[src/rtl/nibble_add_sequencer_if.sv]
// Request/response bundle for the nibble-serial adder: operand handshake in, result handshake out.
interface nibble_add_sequencer_if #(
  parameter int WIDTH = 32
);
  logic             in_valid;
  logic             in_ready;
  logic [WIDTH-1:0] op_a;
  logic [WIDTH-1:0] op_b;
  logic             sub;
  logic             out_valid;
  logic             out_ready;
  logic [WIDTH-1:0] result;
  logic             carry;
  logic             overflow;
  logic             zero;

  modport master (
    output in_valid, op_a, op_b, sub, out_ready,
    input  in_ready, out_valid, result, carry, overflow, zero
  );

  modport slave (
    input  in_valid, op_a, op_b, sub, out_ready,
    output in_ready, out_valid, result, carry, overflow, zero
  );
endinterface

[src/rtl/nibble_add_sequencer.sv]
// Multi-cycle add/subtract: one 4-bit carry-lookahead block reused per nibble, LSB nibble first.
// All handshake and result outputs are registered; flags are captured on the last nibble.
module adder_4bits (
  input  logic [3:0] i_a,
  input  logic [3:0] i_b,
  input  logic       i_ci,
  output logic [3:0] o_s,
  output logic       o_co
);
  logic [3:0] w_g, w_p;
  logic [4:0] w_c;

  assign w_g    = i_a & i_b;
  assign w_p    = i_a ^ i_b;
  assign w_c[0] = i_ci;
  assign w_c[1] = w_g[0] | (w_p[0] & i_ci);
  assign w_c[2] = w_g[1] | (w_p[1] & w_g[0]) | (w_p[1] & w_p[0] & i_ci);
  assign w_c[3] = w_g[2] | (w_p[2] & w_g[1]) | (w_p[2] & w_p[1] & w_g[0])
                | (w_p[2] & w_p[1] & w_p[0] & i_ci);
  assign w_c[4] = w_g[3] | (w_p[3] & w_g[2]) | (w_p[3] & w_p[2] & w_g[1])
                | (w_p[3] & w_p[2] & w_p[1] & w_g[0])
                | (w_p[3] & w_p[2] & w_p[1] & w_p[0] & i_ci);
  assign o_s    = w_p ^ w_c[3:0];
  assign o_co   = w_c[4];
endmodule

module nibble_add_sequencer #(
  parameter int WIDTH = 32
) (
  input  logic                  clk,
  input  logic                  rst_n,
  nibble_add_sequencer_if.slave bus
);
  localparam int NIB = WIDTH / 4;
  localparam int CW  = $clog2(NIB);

  typedef enum logic [1:0] {S_IDLE, S_RUN, S_DONE} state_t;

  state_t           r_state, w_state_nxt;
  logic [WIDTH-1:0] r_a, r_b, r_result;
  logic [CW-1:0]    r_cnt;
  logic             r_cin;
  logic             r_in_ready, r_out_valid;
  logic             r_carry, r_ovf, r_zero;

  logic             w_accept, w_last, w_co;
  logic [3:0]       w_a_nib, w_b_nib, w_sum;
  logic [WIDTH-1:0] w_res_nxt;

  assign w_a_nib   = 4'(r_a >> {r_cnt, 2'b00});
  assign w_b_nib   = 4'(r_b >> {r_cnt, 2'b00});
  assign w_last    = (r_cnt == CW'(NIB - 1));
  // Result fills from the top so the LSB nibble lands at [3:0] after NIB shifts
  assign w_res_nxt = {w_sum, r_result[WIDTH-1:4]};

  adder_4bits u_add (
    .i_a  (w_a_nib),
    .i_b  (w_b_nib),
    .i_ci (r_cin),
    .o_s  (w_sum),
    .o_co (w_co)
  );

  always_ff @(posedge clk or negedge rst_n) begin
    if (!rst_n) r_state <= S_IDLE;
    else        r_state <= w_state_nxt;
  end

  always_comb begin
    w_state_nxt = r_state;
    w_accept    = 1'b0;
    case (r_state)
      S_IDLE: if (bus.in_valid && r_in_ready) begin
        w_accept    = 1'b1;
        w_state_nxt = S_RUN;
      end
      S_RUN:  if (w_last) w_state_nxt = S_DONE;
      S_DONE: if (r_out_valid && bus.out_ready) w_state_nxt = S_IDLE;
      default: w_state_nxt = S_IDLE;
    endcase
  end

  // Handshake flags follow the next state, so in_ready first rises one edge after reset
  always_ff @(posedge clk or negedge rst_n) begin
    if (!rst_n) begin
      r_in_ready  <= 1'b0;
      r_out_valid <= 1'b0;
      r_a         <= '0;
      r_b         <= '0;
      r_cin       <= 1'b0;
      r_cnt       <= '0;
      r_result    <= '0;
      r_carry     <= 1'b0;
      r_ovf       <= 1'b0;
      r_zero      <= 1'b0;
    end else begin
      r_in_ready  <= (w_state_nxt == S_IDLE);
      r_out_valid <= (w_state_nxt == S_DONE);
      if (w_accept) begin
        r_a   <= bus.op_a;
        r_b   <= bus.op_b ^ {WIDTH{bus.sub}};
        r_cin <= bus.sub;
        r_cnt <= '0;
      end else if (r_state == S_RUN) begin
        r_result <= w_res_nxt;
        r_cin    <= w_co;
        r_cnt    <= w_last ? '0 : r_cnt + CW'(1);
        if (w_last) begin
          r_carry <= w_co;
          r_ovf   <= (r_a[WIDTH-1] == r_b[WIDTH-1]) && (w_sum[3] != r_a[WIDTH-1]);
          r_zero  <= (w_res_nxt == '0);
        end
      end
    end
  end

  assign bus.in_ready  = r_in_ready;
  assign bus.out_valid = r_out_valid;
  assign bus.result    = r_result;
  assign bus.carry     = r_carry;
  assign bus.overflow  = r_ovf;
  assign bus.zero      = r_zero;
endmodule

[src/flat_wrapper.sv]
// flat-port wrapper written by rule: the top's interface ports become plain ports
module nibble_add_sequencer_flat 
#(
  parameter int WIDTH = 32
)
  (clk, rst_n, bus_in_valid, bus_op_a, bus_op_b, bus_sub, bus_out_ready, bus_in_ready, bus_out_valid, bus_result, bus_carry, bus_overflow, bus_zero);
  nibble_add_sequencer_if #(.WIDTH(WIDTH)) bus_i ();
  input  logic clk;
  input  logic rst_n;
  input wire logic [$bits(bus_i.in_valid)-1:0] bus_in_valid;
  input wire logic [$bits(bus_i.op_a)-1:0] bus_op_a;
  input wire logic [$bits(bus_i.op_b)-1:0] bus_op_b;
  input wire logic [$bits(bus_i.sub)-1:0] bus_sub;
  input wire logic [$bits(bus_i.out_ready)-1:0] bus_out_ready;
  output wire logic [$bits(bus_i.in_ready)-1:0] bus_in_ready;
  output wire logic [$bits(bus_i.out_valid)-1:0] bus_out_valid;
  output wire logic [$bits(bus_i.result)-1:0] bus_result;
  output wire logic [$bits(bus_i.carry)-1:0] bus_carry;
  output wire logic [$bits(bus_i.overflow)-1:0] bus_overflow;
  output wire logic [$bits(bus_i.zero)-1:0] bus_zero;
  assign bus_i.in_valid = bus_in_valid;
  assign bus_i.op_a = bus_op_a;
  assign bus_i.op_b = bus_op_b;
  assign bus_i.sub = bus_sub;
  assign bus_i.out_ready = bus_out_ready;
  assign bus_in_ready = bus_i.in_ready;
  assign bus_out_valid = bus_i.out_valid;
  assign bus_result = bus_i.result;
  assign bus_carry = bus_i.carry;
  assign bus_overflow = bus_i.overflow;
  assign bus_zero = bus_i.zero;
  nibble_add_sequencer #(.WIDTH(WIDTH)) u_core (.clk(clk), .rst_n(rst_n), .bus(bus_i));
endmodule
[config.mk]
export PLATFORM = sky130hd
export DESIGN_NAME = nibble_add_sequencer_flat
export DESIGN_NICKNAME = d
export VERILOG_FILES = /design/src/rtl/nibble_add_sequencer_if.sv /design/src/rtl/nibble_add_sequencer.sv /design/src/flat_wrapper.sv
export SDC_FILE = /design/constraint.sdc
export NUM_CORES = 1
export LEC_CHECK = 0
export BUFFER_PORTS_ARGS = -buffer_cell sky130_fd_sc_hd__buf_2
export CAP_MARGIN = 25
export CORE_MARGIN = 2
export CORE_UTILIZATION = 49
export DETAILED_ROUTE_END_ITERATION = 12
export PLACE_DENSITY = 0.73
export SYNTH_ARGS = -nofsm -noshare
export SYNTH_HDL_FRONTEND = slang
export SYNTH_HIERARCHICAL = 1
export SYNTH_SLANG_ARGS = --single-unit
[constraint.sdc]
create_clock -name clk -period 6.4 [get_ports clk]
set_clock_uncertainty 0.2 [all_clocks]
set_input_delay 0.64 -clock clk [delete_from_list [all_inputs] [get_ports clk]]
set_output_delay 0.64 -clock clk [all_outputs]
set_load 0.02 [all_outputs]
# [Yosys cells after proc, flatten, opt, wreduce, memory -nomap -nowiden]
# Cells that the tools add are included.
[classes] n_addsub=1 eq_ne=6 n_shift=2 n_mux=11 bitwise_logic=31 reduce_logical=9
[op_table] op=">> shifter 32 x 5 -> 4 bit" count=2
[op_table] op="zero test 32 bit" count=1
[op_table] op="XOR 32 bit" count=1
[op_table] op="bitwise AND 1 bit" count=16
[op_table] op="OR 1 bit" count=10
[op_table] op="two-way mux 3 bit" count=3
[op_table] op="XOR 4 bit" count=2
[op_table] op="two-way mux 2 bit" count=3
[op_table] op="case mux 2 bit (3 select lines)" count=1
[op_table] op="bitwise AND 4 bit" count=1
[op_table] op="equality test 2 bit, second input constant" count=2
[op_table] op="zero test 2 bit" count=2
[op_table] op="two-way mux 1 bit" count=4
[op_table] op="adder 3 x 1 -> 3 bit, second input constant" count=1
[op_table] op="equality test 3 bit, second input constant" count=1
[op_table] op="logical AND 1 bit" count=3
[op_table] op="AND reduction 3 bit" count=1
[op_table] op="equality test 2 x 1 -> 1 bit, second input constant" count=1
[op_table] op="AND reduction 2 bit" count=1
[op_table] op="nonzero test 2 bit" count=1
[op_table] op="equality test 1 bit" count=1
[op_table] op="!= test 1 bit" count=1
[op_table] op="NOT 1 bit" count=1
[totals] ff_bits=107 input_bits=69 output_inout_bits=37 elab_cells=71

# [Depth between registers and ports, before layout]
[depth] ltp_word=9 ltp_mapped=11 mapped_depth_nobuf=9

# [Cells and area by module]
# The synthesis kept the hierarchy.
[by_module_without_submodules] module="nibble_add_sequencer" n_inst=1 cells_per_inst=492 area_per_inst_um2=4894.7 seq_area_each_um2=2677.6
[by_module_without_submodules] module="adder_4bits" n_inst=1 cells_per_inst=17 area_per_inst_um2=147.6 seq_area_each_um2=0.0

# [Worst setup path before layout]
# OpenSTA, ideal clock, no wires.
[synth_timing] path_type="reg2reg" startpoint="register u_core.r_cnt[0]" endpoint="register u_core.r_zero, in the netlist u_core/bus.zero" setup_time_ps=96 arrival_time_ps=2784 t_required_ps=6104 path_slack_ps=3321 stages_incl_launch_ff=12 path_buffers=2 synth_period_minus_slack_ps=3079 path_cell_list="dfrtp_1 > buf_6 > buf_12 > mux4_2 > mux2_4 > ha_1 > a21o_1 > a31o_1 > xor2_1 > nor4_1 > nand4_1 > o31ai_1"
[synth_via] elab_chain_cells=8 elab_cells_between_ends=23 cone_classes="eq/ne: 1; shift: 2; bitwise: 18; reduce/logical: 2"
[synth_lines] item="start: declaration" line="nibble_add_sequencer.sv:41" text="logic [CW-1:0] r_cnt;"
[synth_lines] item="start signal: assignment" line="nibble_add_sequencer.sv:107" text="r_cnt <= w_last ? '0 : r_cnt + CW'(1);"
[synth_lines] item=">> shifter 32 x 5 -> 4 bit (*)" line="nibble_add_sequencer.sv:50" text="assign w_a_nib = 4'(r_a >> {r_cnt, 2'b00});"
[synth_lines] item="net u_core.w_a_nib[2]" line="nibble_add_sequencer.sv:47" text="logic [3:0] w_a_nib, w_b_nib, w_sum;"
[synth_lines] item="XOR 4 bit" line="nibble_add_sequencer.sv:14" text="assign w_p = i_a ^ i_b;"
[synth_lines] item="bitwise AND 1 bit, on equally long branches" line="nibble_add_sequencer.sv:18, nibble_add_sequencer.sv:19"
[synth_lines] item="OR 1 bit (tied with other cells)" line="nibble_add_sequencer.sv:18" text="assign w_c[3] = w_g[2] | (w_p[2] & w_g[1]) | (w_p[2] & w_p[1] & w_g[0])"
[synth_lines] item="OR 1 bit or bitwise AND 1 bit (tied branches)" line="nibble_add_sequencer.sv:18, nibble_add_sequencer.sv:19"
[synth_lines] item="OR 1 bit (*)" line="nibble_add_sequencer.sv:19" text="| (w_p[2] & w_p[1] & w_p[0] & i_ci);"
[synth_lines] item="XOR 4 bit (*)" line="nibble_add_sequencer.sv:23" text="assign o_s = w_p ^ w_c[3:0];"
[synth_lines] item="net u_core.w_sum[3]" line="nibble_add_sequencer.sv:47"
[synth_lines] item="zero test 32 bit (*)" line="nibble_add_sequencer.sv:111" text="r_zero <= (w_res_nxt == '0);"
[synth_lines] item="end signal: assignment" line="nibble_add_sequencer.sv:111"
[synth_lines] item="end: declaration" line="nibble_add_sequencer.sv:44" text="logic r_carry, r_ovf, r_zero;"
# Mark *: on every way through the listed nets, which the timed path passes. The rest lies on a longest branch.
# A chain may end at the register's enable or synchronous reset.

# [Worst setup path in the final report]
[layout_timing] startpoint="register u_core.r_cnt[0]" endpoint="register u_core.r_zero, in the netlist u_core/bus.zero"
[layout_via] elab_cells_between_ends=23 cone_classes="eq/ne: 1; shift: 2; bitwise: 18; reduce/logical: 2"
[layout_rtl] item=">> shifter 32 x 5 -> 4 bit (*)" line="nibble_add_sequencer.sv:50"
[layout_rtl] item="net u_core.w_a_nib[0]" line="nibble_add_sequencer.sv:47"
[layout_rtl] item="bitwise AND 4 bit or XOR 4 bit (tied branches)" line="nibble_add_sequencer.sv:13, nibble_add_sequencer.sv:14"
[layout_rtl] item="bitwise AND 1 bit, on equally long branches" line="nibble_add_sequencer.sv:18, nibble_add_sequencer.sv:19"
[layout_rtl] item="OR 1 bit or bitwise AND 1 bit (tied branches)" line="nibble_add_sequencer.sv:18, nibble_add_sequencer.sv:19"
[layout_rtl] item="OR 1 bit (*)" line="nibble_add_sequencer.sv:19"
[layout_rtl] item="XOR 4 bit (*)" line="nibble_add_sequencer.sv:23"
[layout_rtl] item="net u_core.w_sum[3]" line="nibble_add_sequencer.sv:47"
[layout_rtl] item="zero test 32 bit (*)" line="nibble_add_sequencer.sv:111"
# Marked as above.

==> report_table.html <==
<table>
<tr><th>Metric</th><th>Value</th></tr>
<tr><th colspan="2">CTS</th></tr>
<tr><td>Clock Latency Late Sink</td><td>0.37 ns</td></tr>
<tr><td>H-tree Lvls</td><td>3</td></tr>
<tr><td>Buffers inserted by post-CTS timing repair</td><td>0</td></tr>
<tr><td>Hold-fix buffers at CTS</td><td>0</td></tr>
<tr><td>Resized cells post-CTS</td><td>0</td></tr>
<tr><td>CTS Sinks</td><td>107</td></tr>
<tr><td>Clock transition at the registers of the reported paths</td><td>0.10 ns</td></tr>
<tr><td>Cell chosen for the clock root</td><td>clkbuf_8</td></tr>
<tr><td>Maximum buffer depth of the clock tree</td><td>2</td></tr>
<tr><td>Num CTS Buffers</td><td>9</td></tr>
<tr><td>Clock tree from TritonCTS</td><td>built</td></tr>
<tr><th colspan="2">STA</th></tr>
<tr><td>Least-Margin Pin Slew</td><td>0.9129 ns</td></tr>
<tr><td>RSZ-0062 raised after global routing</td><td>no</td></tr>
<tr><td>Total setup violations reported at the end of the flow</td><td>0</td></tr>
<tr><td>Final slew viol count</td><td>0</td></tr>
<tr><td>Max Clk Rate</td><td>between 200 and 300 MHz</td></tr>
<tr><td>Min Clock Period, post-route</td><td>slightly below 4 ns</td></tr>
<tr><td>Post-route clock period utilization</td><td>approximately three fifths</td></tr>
<tr><td>Worst Hold Slack</td><td>0.07230 ns</td></tr>
<tr><td>Total negative setup slack</td><td>0 ns</td></tr>
<tr><td>Relative slew slack</td><td>~39%</td></tr>
<tr><td>Final-report hold violation count</td><td>0</td></tr>
<tr><td>Smallest setup slack after layout</td><td>2.542 ns</td></tr>
<tr><th colspan="2">Global routing</th></tr>
<tr><td>Global router's overall resource usage</td><td>21.16%</td></tr>
<tr><td>Global route overflow</td><td>0</td></tr>
<tr><td>Global-route wire length before repair</td><td>18410 um</td></tr>
<tr><td>Number of antenna violations at the first check in global routing</td><td>0</td></tr>
<tr><td>Maximum number of pins on one net before global-route repair</td><td>a little over 100</td></tr>
<tr><td>Number of global-route vias before repair</td><td>3784</td></tr>
<tr><th colspan="2">Final layout</th></tr>
<tr><td>Number of antenna cells inserted</td><td>0</td></tr>
<tr><td>Fin util</td><td>57.61%</td></tr>
<tr><td>Total of fill cells in the finished design</td><td>872</td></tr>
<tr><td>Most frequent cells in the layout</td><td>nand2_1, dfrtp_1, buf_2</td></tr>
<tr><td>Leading cell type in the layout, fill and taps excluded</td><td>nand2_1</td></tr>
<tr><td>Synth-to-Final Area Change</td><td>15.83%</td></tr>
<tr><td>Number of nets in the finished design</td><td>674</td></tr>
<tr><td>Final non-filler cell area</td><td>5841 um2</td></tr>
<tr><td>Fraction of layout instances using a drive strength above 1</td><td>24.21%</td></tr>
<tr><th colspan="2">Power</th></tr>
<tr><td>Seq pwr share</td><td>41.7%</td></tr>
<tr><td>Internal power of the cells</td><td>0.001776 W</td></tr>
<tr><td>Lkg Pwr</td><td>3.080 nW</td></tr>
<tr><td>Proportion of power drawn by the clock network</td><td>13.5%</td></tr>
<tr><td>Share of total power in combinational logic</td><td>44.8%</td></tr>
<tr><td>Net switching power</td><td>~0.0013 W</td></tr>
<tr><td>Switching fraction of total power</td><td>between 40% and 50%</td></tr>
<tr><td>Power per standard cell area</td><td>518.7 nW/um2</td></tr>
<tr><td>Maximum vdd drop</td><td>slightly below 0.2 mV</td></tr>
<tr><th colspan="2">Yosys</th></tr>
<tr><td>Sequential fraction of the synthesis area</td><td>53.10%</td></tr>
<tr><td>Total of warnings raised by yosys</td><td>6</td></tr>
<tr><td>Cell count after synthesis</td><td>about 510</td></tr>
<tr><td>Mapped Nets</td><td>roughly 600</td></tr>
<tr><td>Area of the mapped netlist</td><td>5042 um2</td></tr>
<tr><td>Distinct cells, synth</td><td>33</td></tr>
<tr><td>Syn Area/Cell</td><td>9.906 um2</td></tr>
<tr><td>Total of flip-flops plus latches after synthesis</td><td>107</td></tr>
<tr><th colspan="2">Hold path</th></tr>
<tr><td>Hold crit path type</td><td>in -&gt; async</td></tr>
<tr><th colspan="2">Detailed routing</th></tr>
<tr><td>Detailed Route WL</td><td>11080 um</td></tr>
<tr><td>Wire length on met2</td><td>5450 um</td></tr>
<tr><td>Post-route antenna net violation count</td><td>0</td></tr>
<tr><td>Mean number of vias per cell</td><td>5.088</td></tr>
<tr><td>WL met3</td><td>around 590 um</td></tr>
<tr><td>Pre-antenna DRT Iters</td><td>4</td></tr>
<tr><td>Vias post-DR</td><td>~3800</td></tr>
<tr><td>Routed metal-1 wire length</td><td>4742 um</td></tr>
<tr><td>Routed len/inst</td><td>~15 um</td></tr>
<tr><td>Residual DRC</td><td>0</td></tr>
<tr><td>First-iteration detailed-routing DRC count</td><td>192</td></tr>
<tr><td>Highest Signal Layer</td><td>met4</td></tr>
<tr><th colspan="2">Outcome</th></tr>
<tr><td>Run status</td><td>completed</td></tr>
<tr><th colspan="2">Place</th></tr>
<tr><td># port buffers</td><td>105</td></tr>
<tr><td>Placement Cell Area</td><td>5648 um2</td></tr>
<tr><td>Detailed placement HPWL</td><td>8074 um</td></tr>
<tr><td>Weighted congestion reported at the end of routability-driven placement</td><td>0.8216</td></tr>
<tr><td>Post-placement worst setup slack</td><td>2.556 ns</td></tr>
<tr><th colspan="2">Floorplanning</th></tr>
<tr><td>Number of primary I/O pins</td><td>between 100 and 150</td></tr>
<tr><td>Std cell rows</td><td>37</td></tr>
<tr><td>Initial core utilization</td><td>49.73%</td></tr>
<tr><td>DIE AREA</td><td>11120 um2</td></tr>
<tr><td>Die extent in y</td><td>approximately 110 um</td></tr>
<tr><td>Overall die width</td><td>around 110 um</td></tr>
<tr><td>Core outline area</td><td>10140 um2</td></tr>
<tr><th colspan="2">Worst setup path</th></tr>
<tr><td>Setup Crit Path Kind</td><td>reg -&gt; reg</td></tr>
<tr><td>Max Fanout on Critical Path</td><td>19</td></tr>
<tr><td>Logic depth of the worst register-to-register path</td><td>9</td></tr>
<tr><td>Critical Path Start Type</td><td>flip-flop</td></tr>
<tr><td>Nature of the critical path endpoint</td><td>flip-flop</td></tr>
<tr><td>Required time of the critical path</td><td>6.48 ns</td></tr>
<tr><td>Arrival time at the worst endpoint</td><td>3.94 ns</td></tr>
<tr><th colspan="2">Run</th></tr>
<tr><td>Number of max-cap violations</td><td>0</td></tr>
</table>
-- final timing paths --
check                                        end  slack, ns                 start
min                        u_core/bus.result[20]       0.07                 rst_n
min in group clk                   u_core/r_a[3]       0.26           bus_op_a[3]
max in group asynchronous          u_core/r_b[8]       4.73                 rst_n
max reg2reg                      u_core/bus.zero       2.54       u_core/r_cnt[0]
max                              u_core/bus.zero       2.54       u_core/r_cnt[0]
min reg2reg                 u_core/bus.result[1]       0.28  u_core/bus.result[1]
-- critical path: stages (launching register included) --
cell and delay, ns:
dfrtp_1 0.96, mux4_1 0.66, mux2_4 0.29, ha_1 0.30
a21o_1 0.20, a31o_1 0.25, xor2_1 0.19, nor4_1 0.35
nand4_1 0.15, o31ai_1 0.22
-- synth_stat cells --
master | count | area [um2]
buf_1 | 3 | 11.26
buf_6 | 1 | 11.26
clkbuf_1 | 11 | 41.29
and3b_1 | 1 | 8.760
nand4bb_1 | 1 | 11.26
mux4_2 | 8 | 180.2
a21o_1 | 3 | 22.52
dfrtp_1 | 107 | 2678
and3_1 | 2 | 12.51
nor4bb_1 | 1 | 10.01
nand2b_1 | 1 | 6.260
nor2_1 | 1 | 3.750
xnor2_1 | 34 | 297.8
nor4_1 | 8 | 50.05
a21oi_1 | 2 | 10.01
a31o_1 | 1 | 8.760
fa_1 | 1 | 20.02
mux2_2 | 1 | 11.26
nand4_1 | 2 | 12.51
a221o_1 | 1 | 10.01
o31ai_1 | 2 | 15.01
ha_1 | 6 | 75.07
o21ai_0 | 34 | 170.2
mux4_1 | 8 | 210.2
nand3_1 | 3 | 15.01
nand2_1 | 233 | 874.6
mux2_4 | 8 | 120.1
buf_12 | 1 | 20.02
nor2b_1 | 1 | 6.260
nand3b_1 | 2 | 15.01
xor2_1 | 1 | 8.760
buf_2 | 16 | 80.08
inv_1 | 4 | 15.01
-- stage by stage --
| step | instances | total power, W |
|---|---|---|
| 2_1_floorplan | 509 | 0.002239 |
| 3_3_place_gp | 723 | 0.002559 |
| 3_5_place_dp | 723 | 0.002642 |
| 4_1_cts | 739 | 0.003053 |
| 5_1_grt | 739 | 0.003282 |
| 6_report | 739 | 0.003030 |
-- routing by layer --
metal  track usage, %  up-vias
met1            27.19     1779
met5                0        -
li1                 -     1833
met3            4.515       26
met2            35.44      122
met4            7.714        0
-- power groups by stage --
| stage | Sequential, W | Clock, W | Combinational, W |
|---|---|---|---|
| floorplan | 0.00123 | 0 | 0.00101 |
| global placement | 0.00126 | 0 | 0.00130 |
| detailed placement | 0.00128 | 0 | 0.00136 |
| CTS | 0.00126 | 0.000419 | 0.00137 |
| global route | 0.00130 | 0.000449 | 0.00153 |
| finish | 0.00126 | 0.000409 | 0.00136 |
-- cell type report --
type                            count  area (um2)  area share (%)
Inverter                            4       15.01          0.2571
Clock inverter                      7       68.82           1.178
Sequential cell                   107        2678           45.84
Multi-Input combinational cell    366        2220           38.00
Timing Repair Buffer              110       565.5           9.683
Tap cell                          136       170.2           2.913
Clock buffer                        9       123.9           2.121
-- sequential cells by signal (all words and copies together) (netlist names) --
name and cells:
u_core/bus.result 32, u_core/r_a 32, u_core/r_b 32, u_core/r_cnt 3
u_core/r_state 2, u_core/bus.carry 1, u_core/bus.in_ready 1, u_core/bus.out_valid 1
u_core/bus.overflow 1, u_core/bus.zero 1, u_core/r_cin 1
-- kinds of logic after synthesis --
kind of cell,count (synthesis),synth area share [%]
buffers and inverters,36,3.548
and+or+nand+nor,256,20.35
adders and majority gates,7,1.886
AOI/OAI and AO/OA,43,4.690
DFF,107,53.10
muxes,25,10.35
xor gates and xnor gates,35,6.080
No activity file was read; power rests on OpenSTA's default activity.
